**src/rtl/ucsbece152a_count_ctrl_if.sv**
```systemverilog
// Control bundle between the count controller and its environment.
// The slave side is the controller; the master side drives requests and count.
interface ucsbece152a_count_ctrl_if #(
  parameter int WIDTH = 3
);
  logic             start_i;
  logic             stop_i;
  logic             step_i;
  logic [1:0]       mode_i;
  logic [WIDTH-1:0] count_i;
  logic             enable_o;
  logic             dir_o;
  logic             busy_o;
  logic             done_o;

  modport master (
    output start_i, stop_i, step_i, mode_i, count_i,
    input  enable_o, dir_o, busy_o, done_o
  );

  modport slave (
    input  start_i, stop_i, step_i, mode_i, count_i,
    output enable_o, dir_o, busy_o, done_o
  );
endinterface

```
**src/rtl/ucsbece152a_count_ctrl.sv**
```systemverilog
// Sequencing controller for the lab up/down counter: prescaled run,
// single step, ping-pong sweep and one-shot count-to-max.
module ucsbece152a_count_ctrl #(
  parameter int WIDTH = 3,
  parameter int DIV   = 4
) (
  input  logic clk,
  input  logic rst,
  ucsbece152a_count_ctrl_if.slave bus
);
  localparam logic [WIDTH-1:0] MAX = '1;
  localparam logic [WIDTH-1:0] ONE = WIDTH'(1);
  localparam logic [WIDTH-1:0] PRE = MAX - ONE;
  localparam int DW = (DIV > 1) ? $clog2(DIV) : 1;
  localparam logic [DW-1:0] LAST = DW'(DIV - 1);

  typedef enum logic [1:0] {IDLE, RUN, STEP} state_t;

  state_t        state_q;
  logic [DW-1:0] div_q;
  logic [1:0]    mode_q;
  logic          dir_q;
  logic          done_q;
  logic          pulse;
  logic          at_max;
  logic          at_pre;
  logic          dir_d;

  assign pulse  = (state_q == RUN && div_q == LAST) || state_q == STEP;
  assign at_max = bus.count_i == MAX;
  assign at_pre = bus.count_i == PRE;

  // Turn around one step before an endpoint so neither end repeats.
  always_comb begin
    dir_d = dir_q;
    if (!dir_q && at_pre)
      dir_d = 1'b1;
    else if (dir_q && bus.count_i == ONE)
      dir_d = 1'b0;
  end

  always_ff @(posedge clk or posedge rst) begin
    if (rst) begin
      state_q <= IDLE;
      div_q   <= '0;
      mode_q  <= 2'b00;
      dir_q   <= 1'b0;
      done_q  <= 1'b0;
    end else begin
      done_q <= 1'b0;
      unique case (state_q)
        IDLE: begin
          if (!bus.stop_i) begin
            if (bus.start_i) begin
              mode_q <= bus.mode_i;
              if (bus.mode_i == 2'b10)
                dir_q <= at_max;
              // One-shot already at the top: finish without enabling.
              if (bus.mode_i == 2'b11 && at_max) begin
                done_q <= 1'b1;
              end else begin
                state_q <= RUN;
                div_q   <= '0;
              end
            end else if (bus.step_i) begin
              mode_q  <= bus.mode_i;
              state_q <= STEP;
              if (bus.mode_i == 2'b10)
                dir_q <= at_max;
            end
          end
        end
        RUN: begin
          div_q <= (div_q == LAST) ? '0 : div_q + 1'b1;
          if (bus.stop_i)
            state_q <= IDLE;
          if (pulse && mode_q == 2'b10)
            dir_q <= dir_d;
          if (pulse && mode_q == 2'b11 && at_pre) begin
            state_q <= IDLE;
            done_q  <= 1'b1;
          end
        end
        STEP: begin
          if (mode_q == 2'b10)
            dir_q <= dir_d;
          state_q <= IDLE;
        end
        default: state_q <= IDLE;
      endcase
    end
  end

  assign bus.enable_o = pulse;
  assign bus.busy_o   = state_q == RUN;
  assign bus.done_o   = done_q;
  assign bus.dir_o    = (mode_q == 2'b01) | ((mode_q == 2'b10) & dir_q);
endmodule
```
**src/flat_wrapper.sv**
```systemverilog
// flat-port wrapper written by rule: the top's interface ports become plain ports
module ucsbece152a_count_ctrl_flat 
#(
  parameter int WIDTH = 3,
  parameter int DIV   = 4
)
  (clk, rst, bus_start_i, bus_stop_i, bus_step_i, bus_mode_i, bus_count_i, bus_enable_o, bus_dir_o, bus_busy_o, bus_done_o);
  ucsbece152a_count_ctrl_if #(.WIDTH(WIDTH)) bus_i ();
  input  logic clk;
  input  logic rst;
  input wire logic [$bits(bus_i.start_i)-1:0] bus_start_i;
  input wire logic [$bits(bus_i.stop_i)-1:0] bus_stop_i;
  input wire logic [$bits(bus_i.step_i)-1:0] bus_step_i;
  input wire logic [$bits(bus_i.mode_i)-1:0] bus_mode_i;
  input wire logic [$bits(bus_i.count_i)-1:0] bus_count_i;
  output wire logic [$bits(bus_i.enable_o)-1:0] bus_enable_o;
  output wire logic [$bits(bus_i.dir_o)-1:0] bus_dir_o;
  output wire logic [$bits(bus_i.busy_o)-1:0] bus_busy_o;
  output wire logic [$bits(bus_i.done_o)-1:0] bus_done_o;
  assign bus_i.start_i = bus_start_i;
  assign bus_i.stop_i = bus_stop_i;
  assign bus_i.step_i = bus_step_i;
  assign bus_i.mode_i = bus_mode_i;
  assign bus_i.count_i = bus_count_i;
  assign bus_enable_o = bus_i.enable_o;
  assign bus_dir_o = bus_i.dir_o;
  assign bus_busy_o = bus_i.busy_o;
  assign bus_done_o = bus_i.done_o;
  ucsbece152a_count_ctrl #(.WIDTH(WIDTH), .DIV(DIV)) u_core (.clk(clk), .rst(rst), .bus(bus_i));
endmodule
```
**config.mk**
```make
export PLATFORM = sky130hd
export DESIGN_NAME = ucsbece152a_count_ctrl_flat
export DESIGN_NICKNAME = d
export VERILOG_FILES = /design/src/rtl/ucsbece152a_count_ctrl_if.sv /design/src/rtl/ucsbece152a_count_ctrl.sv /design/src/flat_wrapper.sv
export SDC_FILE = /design/constraint.sdc
export NUM_CORES = 1
export LEC_CHECK = 0
export ABC_CLOCK_PERIOD_IN_PS = 2910
export CORE_AREA = 4 4 41 43
export CTS_CLUSTER_SIZE = 24
export DETAILED_ROUTE_END_ITERATION = 12
export DIE_AREA = 0 0 45 47
export GPL_ROUTABILITY_DRIVEN = 0
export GPL_TIMING_DRIVEN = 0
export HOLD_SLACK_MARGIN = 0.02
export PLACE_DENSITY = 0.7
export SKIP_LAST_GASP = 1
export SYNTH_ARGS = -nofsm -noshare
export SYNTH_HDL_FRONTEND = slang
export SYNTH_SLANG_ARGS = --single-unit
```
**constraint.sdc**
```tcl
create_clock -name clk -period 2.91 [get_ports clk]
set_clock_uncertainty 0.2 [all_clocks]
set_input_delay 0.873 -clock clk [delete_from_list [all_inputs] [get_ports clk]]
set_output_delay 0.873 -clock clk [all_outputs]
set_load 0.02 [all_outputs]
```
==> flow_summary.json <==
{
  "dieHeight_microns": 47,
  "endpoint_kind": "output pin",
  "synth.yosys.seq_area_share_pct": 36.0,
  "insertion_delay_ps": 250,
  "dieWidth_microns": 45,
  "vdd_ir_drop_max_uv": 456,
  "cts_buffer_depth": 2,
  "grt_remaining_overflow": 0,
  "post-cts-setup-buffers": 0,
  "drtIter0Drc": 6,
  "fp.dieArea_sq_um": 2120,
  "tns_ps": 0,
  "setup.worst_path.start_class": "register",
  "mostFrequentLayoutCell": "clkdlybuf4s50_1",
  "ant_nets": 0,
  "num_vias": 460,
  "worstPathMaxFanout": 4,
  "switching_share_pct": 38.5,
  "hold_class": "reg2reg",
  "row_count": 13,
  "nets": 87,
  "min_path_cells": 2,
  "cts_tree": "built",
  "slew_headroom_pct": 78.3,
  "rrSetupSlack_ps": 890,
  "grt_pass1_wl_microns": 2010,
  "cts_max_level": 1,
  "power.share.clock_pct": 13.9,
  "pwr_density_cell_nw_per_um2": 837,
  "vias_per_cell": 5.35,
  "synth_area_sq_um": 557,
  "p_sw_mw": 0.236,
  "ys_warn_count": 0,
  "grt_pass1_vias": 481,
  "initial_core_util_pct": 42.8,
  "r2r-end": "u_core.dir_q",
  "yosysTopAreaCellShare_pct": 36.0,
  "clk_pin_slew_worst_paths_ps": 50,
  "synth.ff_latch_count": 8,
  "rr_startpoint": "u_core.state_q[0]",
  "antenna_found_initial": 0,
  "required_ps": 1840,
  "cts_buffers": 3,
  "rr_worst_depth": 6,
  "comb_power_share_pct": 56.1,
  "syn_avg_cell_area_sq_um": 10.1,
  "netlist_top_cells_area": "dfrtp_1 (36%), ha_1 (9.0%), mux2_2 (6.1%)",
  "cts.sinks": 8,
  "min_period_ps": 2720,
  "mostFrequentLayoutCells": "clkdlybuf4s50_1 (12), dfrtp_1 (8), inv_1 (7)",
  "dp_hpwl_microns": 907,
  "period_share_pct": 93.6,
  "wl_per_cell_microns": 13.6,
  "slew_violations": 0,
  "grt_max_degree": 9,
  "rsz0062_at_grt": "false",
  "dr.pass1.iters": 4,
  "diodes": 0,
  "worstPathArrival_ps": 1650,
  "hold_violations": 0,
  "synthCells": 55,
  "drc_errors": 0,
  "synth_largest_area_cell": "dfrtp_1",
  "cap_violations": 0,
  "synth_cell_types": 28,
  "drive_above_1_share_pct": 16.9,
  "core_sq_um": 1300,
  "sequentialPowerShare_pct": 29.9,
  "worstMarginPinSlew_ps": 325,
  "io_buffer_count": 13,
  "fin_cells": 86,
  "p_leak_nw": 0.336,
  "status": "completed",
  "path_class": "reg2out",
  "cts_hold_buf": 0,
  "intPower_mw": 0.377,
  "finalSetupViolCount": 0,
  "hp-start": "u_core.div_q[1]",
  "area_growth_pct": 31.7,
  "dp.cells": 83,
  "drt_wl_total_microns": 1170,
  "io_pins": 14,
  "synthesis.nets": 69,
  "ctsRootBufferMaster": "clkbuf_4",
  "hold_end": "u_core.div_q[1]",
  "max_freq_mhz": 367,
  "grt_use_total_pct": 13.7
}
[how the worst max path moves through the flow]
| stage | from | endpoint | slack [ps] | depth (start not counted) |
|---|---|---|---|---|
| after floorplan | u_core.state_q[1] | bus_enable_o | 730 | 3 |
| after global placement | bus_start_i | u_core.dir_q | 210 | 5 |
| after detailed placement | u_core.state_q[1] | bus_enable_o | 220 | 4 |
| after CTS | u_core.state_q[1] | bus_enable_o | 20 | 4 |
| after global routing | u_core.state_q[1] | bus_busy_o | 90 | 3 |
| final | u_core.mode_q[0] | bus_dir_o | 190 | 4 |
[power by group through the flow]
stage | sequential [mW] | clock, mW | combinational, mW
after floorplan | 0.177 | 0 | 0.249
after CTS | 0.183 | 0.0900 | 0.349
final | 0.184 | 0.0854 | 0.344
after global routing | 0.190 | 0.0964 | 0.385
after detailed placement | 0.185 | 0 | 0.343
after global placement | 0.183 | 0 | 0.343
[synth_stat cells]
library cell and instances:
or2_2 1, a22oi_1 1, o31ai_1 1, inv_1 7, and3_1 1, a21o_1 1, o311a_1 1, nor3b_2 1
o21ai_0 2, and2b_4 1, mux2i_1 3, or2b_1 1, nand2_1 5, a22oi_2 1, nand2b_1 1, and2_1 1
mux2_2 3, nand4_1 2, nor4b_2 1, ha_1 4, or4b_1 1, nor4b_1 1, o221ai_1 1, nor3b_1 2
nand3_1 1, nor3_1 1, o21bai_1 1, dfrtp_1 8
[critical path, cell delays in order, from the launching register on]
cell and delay (ps):
dfrtp_1 400, and2b_4 260, nand2_1 40, o21ai_0 70
clkdlybuf4s50_1 630
[cell families (layout without fill, tap and decap cells)]
group                    after synthesis  after routing  share of synthesized area [%]
adder cells (fa/ha/maj)                4              4                           8.99
buffers and inverters                  7             23                           4.72
flip-flops                             8              8                           36.0
AO/OA/AOI/OAI                          9              9                           12.8
AND/OR/NAND/NOR                       21             21                           26.1
multiplexers                           6              6                           11.5
[sequential cells by signal, indices dropped and copies added, names as in the netlist]
| name | cells |
|---|---|
| u_core.mode_q | 2 |
| u_core.state_q | 2 |
| u_core.bus.done_o | 1 |
| u_core.dir_q | 1 |
| u_core.div_q | 2 |
[per-stage QoR]
stage	power, mW	hold slack [ps]	cell area [sq um]	util, %	setup slack (ps)
after global placement	0.526	315	706	54.2	208
after floorplan	0.426	302	557	-	730
after CTS	0.622	338	731	56.2	22.0
final	0.614	329	733	56.3	188
after global routing	0.672	388	733	56.3	90.9
after detailed placement	0.528	330	706	54.2	222
[layout make-up]
cell class | count | area [sq um]
fill | 126 | 568
clock buffer | 3 | 22.5
sequential | 8 | 200
tap | 15 | 18.8
timing repair buffer | 13 | 133
multi-input combinational | 40 | 333
inverter | 7 | 26.3
[layer usage]
| metal | global-route usage [%] | vias to the layer above | share of wire [%] |
|---|---|---|---|
| li1 | - | 231 | - |
| met1 | 16.6 | 212 | 48 |
| met2 | 21.5 | 13 | 45 |
| met3 | 5.75 | 4 | 5.3 |
| met4 | 5.26 | 0 | 1.5 |
| met5 | 0 | - | 0 |
[what timing repair did]
item	in CTS	in global routing
resized for setup	1	1
endpoints found under the hold margin	0	0
endpoints found under the setup margin	1	1
(Power assumes the default switching activity.)
